**src/rtl/sd_card_cmd_responder.sv**
```systemverilog
// rtl/sd_card_cmd_responder.sv - card-side SD CMD line: frame receive/CRC7 check and R1/R2 response drive
module sd_card_cmd_responder #(
    parameter int NCR_CYCLES   = 2,
    parameter int RESP_TIMEOUT = 64
) (
    input  logic         clk_SD,
    input  logic         reset_SD,
    input  logic         CMD_PIN_IN,
    output logic         CMD_PIN_OUT,
    output logic         io_enable_cmd,
    output logic         cmd_valid,
    output logic         cmd_error,
    output logic [5:0]   cmd_index,
    output logic [31:0]  cmd_argument,
    input  logic         resp_req,
    input  logic [1:0]   resp_type,
    input  logic [31:0]  resp_arg,
    input  logic [127:0] resp_long,
    output logic         busy,
    output logic         resp_done
);

    typedef enum logic [2:0] {S_IDLE, S_RX, S_CHECK, S_WAIT_RESP, S_NCR, S_TX} state_t;

    localparam logic [7:0] NCR_LAST = 8'(NCR_CYCLES - 1);
    localparam logic [7:0] TO_LAST  = 8'(RESP_TIMEOUT - 1);

    state_t         state;
    logic [46:0]    rx_sreg;
    logic [6:0]     crc;
    logic [7:0]     cnt;
    logic [135:0]   tx_sreg;
    logic [7:0]     tx_cnt;
    logic [7:0]     tx_len;
    logic           tx_short;

    function automatic logic [6:0] crc7_step(input logic [6:0] c, input logic b);
        logic fb;
        fb = b ^ c[6];
        crc7_step = {c[5:0], 1'b0} ^ {3'b000, fb, 2'b00, fb};
    endfunction

    logic frame_ok;
    logic tx_in_crc;
    logic tx_last;
    logic tx_bit;
    logic emit;

    // The start bit is implicit (it is what got us out of IDLE), so rx_sreg holds bits 46..0.
    assign frame_ok  = rx_sreg[46] && rx_sreg[0] && (rx_sreg[7:1] == crc);
    assign tx_in_crc = tx_short && (tx_cnt >= 8'd40) && (tx_cnt <= 8'd46);
    assign tx_last   = (tx_cnt == tx_len - 8'd1);
    assign tx_bit    = tx_last ? 1'b1 : (tx_in_crc ? crc[6] : tx_sreg[135]);
    assign emit      = (state == S_NCR && cnt == NCR_LAST) || (state == S_TX && tx_cnt != tx_len);

    always_ff @(posedge clk_SD) begin
        if (reset_SD) begin
            state         <= S_IDLE;
            CMD_PIN_OUT   <= 1'b1;
            io_enable_cmd <= 1'b0;
            cmd_valid     <= 1'b0;
            cmd_error     <= 1'b0;
            resp_done     <= 1'b0;
            busy          <= 1'b0;
            cmd_index     <= 6'd0;
            cmd_argument  <= 32'd0;
            rx_sreg       <= 47'd0;
            crc           <= 7'd0;
            cnt           <= 8'd0;
            tx_sreg       <= 136'd0;
            tx_cnt        <= 8'd0;
            tx_len        <= 8'd0;
            tx_short      <= 1'b0;
        end else begin
            cmd_valid <= 1'b0;
            cmd_error <= 1'b0;
            resp_done <= 1'b0;
            case (state)
                S_IDLE: begin
                    if (!CMD_PIN_IN) begin
                        state   <= S_RX;
                        busy    <= 1'b1;
                        rx_sreg <= 47'd0;
                        crc     <= 7'd0;
                        cnt     <= 8'd1;
                    end
                end
                S_RX: begin
                    rx_sreg <= {rx_sreg[45:0], CMD_PIN_IN};
                    if (cnt <= 8'd39)
                        crc <= crc7_step(crc, CMD_PIN_IN);
                    if (cnt == 8'd47)
                        state <= S_CHECK;
                    else
                        cnt <= cnt + 8'd1;
                end
                S_CHECK: begin
                    cnt <= 8'd0;
                    if (frame_ok) begin
                        cmd_valid    <= 1'b1;
                        cmd_index    <= rx_sreg[45:40];
                        cmd_argument <= rx_sreg[39:8];
                        state        <= S_WAIT_RESP;
                    end else begin
                        cmd_error <= 1'b1;
                        state     <= S_IDLE;
                        busy      <= 1'b0;
                    end
                end
                S_WAIT_RESP: begin
                    if (resp_req) begin
                        crc    <= 7'd0;
                        cnt    <= 8'd0;
                        tx_cnt <= 8'd0;
                        case (resp_type)
                            2'b01: begin
                                tx_short <= 1'b1;
                                tx_len   <= 8'd48;
                                tx_sreg  <= {2'b00, cmd_index, resp_arg, 8'h00, 88'd0};
                                state    <= S_NCR;
                            end
                            2'b10: begin
                                tx_short <= 1'b0;
                                tx_len   <= 8'd136;
                                tx_sreg  <= {2'b00, 6'h3F, resp_long};
                                state    <= S_NCR;
                            end
                            default: begin
                                resp_done <= 1'b1;
                                state     <= S_IDLE;
                                busy      <= 1'b0;
                            end
                        endcase
                    end else if (cnt == TO_LAST) begin
                        state <= S_IDLE;
                        busy  <= 1'b0;
                    end else begin
                        cnt <= cnt + 8'd1;
                    end
                end
                S_NCR: begin
                    if (!emit)
                        cnt <= cnt + 8'd1;
                end
                S_TX: begin
                    if (tx_cnt == tx_len) begin
                        io_enable_cmd <= 1'b0;
                        CMD_PIN_OUT   <= 1'b1;
                        resp_done     <= 1'b1;
                        state         <= S_IDLE;
                        busy          <= 1'b0;
                    end
                end
                default: begin
                    state <= S_IDLE;
                    busy  <= 1'b0;
                end
            endcase
            // The CRC register is reused: fed by the first 40 response bits, then shifted out.
            if (emit) begin
                state         <= S_TX;
                io_enable_cmd <= 1'b1;
                CMD_PIN_OUT   <= tx_bit;
                tx_sreg       <= {tx_sreg[134:0], 1'b0};
                tx_cnt        <= tx_cnt + 8'd1;
                if (tx_in_crc)
                    crc <= {crc[5:0], 1'b0};
                else if (tx_short && tx_cnt < 8'd40)
                    crc <= crc7_step(crc, tx_bit);
            end
        end
    end

endmodule

```
**config.mk**
```make
export PLATFORM = sky130hd
export DESIGN_NAME = sd_card_cmd_responder
export DESIGN_NICKNAME = d
export VERILOG_FILES = /design/src/rtl/sd_card_cmd_responder.sv
export SDC_FILE = /design/constraint.sdc
export NUM_CORES = 1
export LEC_CHECK = 0
export CORE_MARGIN = 5
export CORE_UTILIZATION = 52
export DETAILED_ROUTE_END_ITERATION = 8
export PLACE_DENSITY_LB_ADDON = 0.1
export SETUP_SLACK_MARGIN = 0.2
export SKIP_CTS_REPAIR_TIMING = 1
export SLEW_MARGIN = 10
export SYNTH_ARGS = -nofsm -noshare
export SYNTH_HDL_FRONTEND = slang
export SYNTH_SLANG_ARGS = --single-unit
export TNS_END_PERCENT = 50
```
**constraint.sdc**
```tcl
create_clock -name clk_SD -period 2.5 [get_ports clk_SD]
set_input_delay 0.375 -clock clk_SD [delete_from_list [all_inputs] [get_ports clk_SD]]
set_output_delay 0.375 -clock clk_SD [all_outputs]
set_load 0.005 [all_outputs]
```
==> out/results.txt <==
IO Count -> 210
Initial DRC count -> 617
Clock root buffer -> clkbuf_16
CP Capture Type -> register
Core box area -> 21000 sq um
Seq cells post-synth -> 255
WP buf/inv -> 2
Pwr/cell area -> 610 nW/um^2
Final period util -> 89.1%
# DRC -> 0
H-tree level count -> 1
First-pass GRT wire length -> 45800 microns
Global Route Usage Sum -> 21.9%
Synthesis Warnings -> 0
F_max -> 449 MHz
Worst Tran Pin Value -> 1.04 ns
Layout Nets -> 1639
Die area -> 24200 sq um
Finish-stage setup viols -> 0
# diodes -> 0
Worst vdd ir -> 0.548 mV
CP peak stage delay -> 0.44 ns
Avg Cell Area, Syn -> 8.44 sq um
WS Path Type -> register to register
Synth Cell Area -> 11000 sq um
Yosys cell types -> 60
Vias -> 10141
Initial Util -> 52.5%
Setup TNS -> 0 ns
Floorplan row count -> 53
Clk buf depth -> 3
CTS tree -> yes
Post-Synthesis Cells -> 1305
Slew Viols, Final -> 0
Port bufs -> 209
Final Hold Viols -> 0
RSZ-0062 raised after global routing -> yes
First drt pass iteration count -> 5
Cell taking the most area after synthesis -> dfxtp_1
Largest cells by area after synthesis -> dfxtp_1 (46%), nand2_1 (6.7%), nor2_1 (5.4%)
Horiz. Die Dim -> 156 microns
Worst relative slew slack -> 30.8%
Max_cap viols -> 0
Vias/cell -> 5.78
Vias in the first global route -> 9359
Worst hold path class -> primary input to register
Largest net degree at the start of global routing -> 106
Cts bufs inserted -> 27
Most frequent cells in the layout -> dfxtp_1 (255), clkdlybuf4s50_1 (208), nand2_1 (196), nor2_1 (157), nand3_1 (81)
CP Launch Type -> register
Placer Congestion -> 0.872
Post-DR wirelength/cell -> 16.4 microns
Final worst path period need -> 2.23 ns
Die height -> 156 microns
Initial antenna violation count -> 1
CP max stage cell -> buf_4
Crit path DAT -> 2.68 ns
DP HPWL -> 18100 microns
Synth top area share -> 46.4%
Synth async-reset ratio -> 0%
Register area share after synthesis -> 46.4%
DP Area -> 13400 sq um
P_leak -> 5.29 nW
Share of layout cells above drive strength 1 -> 6.75%
Primary FF master, synth -> dfxtp_1
Antenna Nets Post-Route -> 0
Clk_lat worst skew -> 0.52 ns
Clock transition at the registers of the reported paths -> 0.06 ns
Fillers -> 1716
Status -> complete, no violations
Final Cell Area -> 14400 sq um
Syn-to-layout area delta -> 30.8%
WP data required -> 2.95 ns
Fin util -> 68.7%
Skew final -> 0.00682 ns
Gate family responsible for the most delay along the worst path -> compound AO/OA/AOI/OAI gates
Overflow after GRT -> 0
WL final -> 28900 microns
Crit Path Max Fanout -> 39
Clock sink total -> 255
Syn nets -> 1482
CP Cell Sequence -> inv_1 -> ha_1 -> nor4b_2 -> and2_2 -> o221ai_4 -> buf_4 -> o221ai_1 -> a21oi_1
Most common library cell in the layout ignoring fill and taps -> dfxtp_1
Number of synthesized flops with an enable pin -> 0
## cell families (layout without fill, tap and decap cells)
group	Yosys count	count (layout)	synth area share (%)
DFF	255	255	46.4
and+or+nand+nor	544	545	21.5
muxes	55	55	5.00
buffers and inverters	129	304	5.17
xor gates and xnor gates	15	15	1.19
adders and majority gates	11	11	1.25
AOI/OAI and AO/OA	296	296	19.5
## cell type report
class | count | area (sq um) | share of cell area (%)
clock buffer | 36 | 759 | 5.27
clock inverter | 12 | 164 | 1.14
inverter | 11 | 41.3 | 0.287
multi-input combinational | 922 | 5400 | 37.5
sequential | 255 | 5100 | 35.4
tap | 275 | 344 | 2.39
timing repair buffer | 245 | 2590 | 18.0
## sequential cells by signal, summed over array words and instances, names as in the netlist, 2 cells and up
signal        count
tx_cnt            8
cmd_index         6
rx_sreg          47
cmd_argument     32
tx_len            2
state             3
tx_sreg         136
cnt               8
crc               7
## layer usage
metal | up-vias | wire length, microns | global-route usage, %
met3 | 46 | 1980 | 4.45
met1 | 4801 | 13000 | 30.8
met4 | 2 | 544 | 5.38
met5 | - | 13 | 0
met2 | 294 | 13300 | 35.0
li1 | 4998 | - | -
## worst paths after layout
check          startpoint           end  slack (ns)  cells after the start
max                cnt[1]  tx_sreg[130]        0.27                      8
max reg2reg        cnt[1]  tx_sreg[130]        0.27                      8
min reg2reg  tx_sreg[133]  tx_sreg[134]        0.45                      2
min              reset_SD     tx_cnt[7]        0.29                      2
## through the flow
stage                     hold WS (ns)  std cells  total power, W  setup slack, ns
after floorplan                  0.432       1305         0.00440            0.595
after global placement           0.438       1701         0.00474            0.143
after detailed placement         0.444       1701         0.00474            0.116
after CTS                        0.271       1749         0.00885            0.238
after global routing             0.298       1756         0.00908            0.101
final                            0.291       1756         0.00878            0.273
## synth_stat cells, drive strengths merged, types with 2 or more instances
library cell and count:
a22o 22, nor3b 4, xor2 6, and3 8, nor2b 4, inv 11
a21o 5, mux2i 55, xnor2 9, or3 4, a21oi 39, nand2b 3
a22oi 48, nand3 82, o21ai 18, a211oi 5, nor2 161, a31oi 69
buf 56, a221oi 46, nor4 4, nand4 4, and2 5, dfxtp 255
nand3b 2, o211ai 19, o21a 2, clkbuf 62, o221ai 7, o31ai 2
nor3 61, nand2 196, a32o 6, ha 11
## power breakdown
| group | internal [W] | total, W | switching [W] |
|---|---|---|---|
| combinational | 0.000316 | 0.000571 | 0.000255 |
| clock | 0.00253 | 0.00413 | 0.00159 |
| sequential | 0.00407 | 0.00408 | 0.0000118 |
| total | 0.00692 | 0.00878 | 0.00186 |
(Power assumes the default switching activity.)
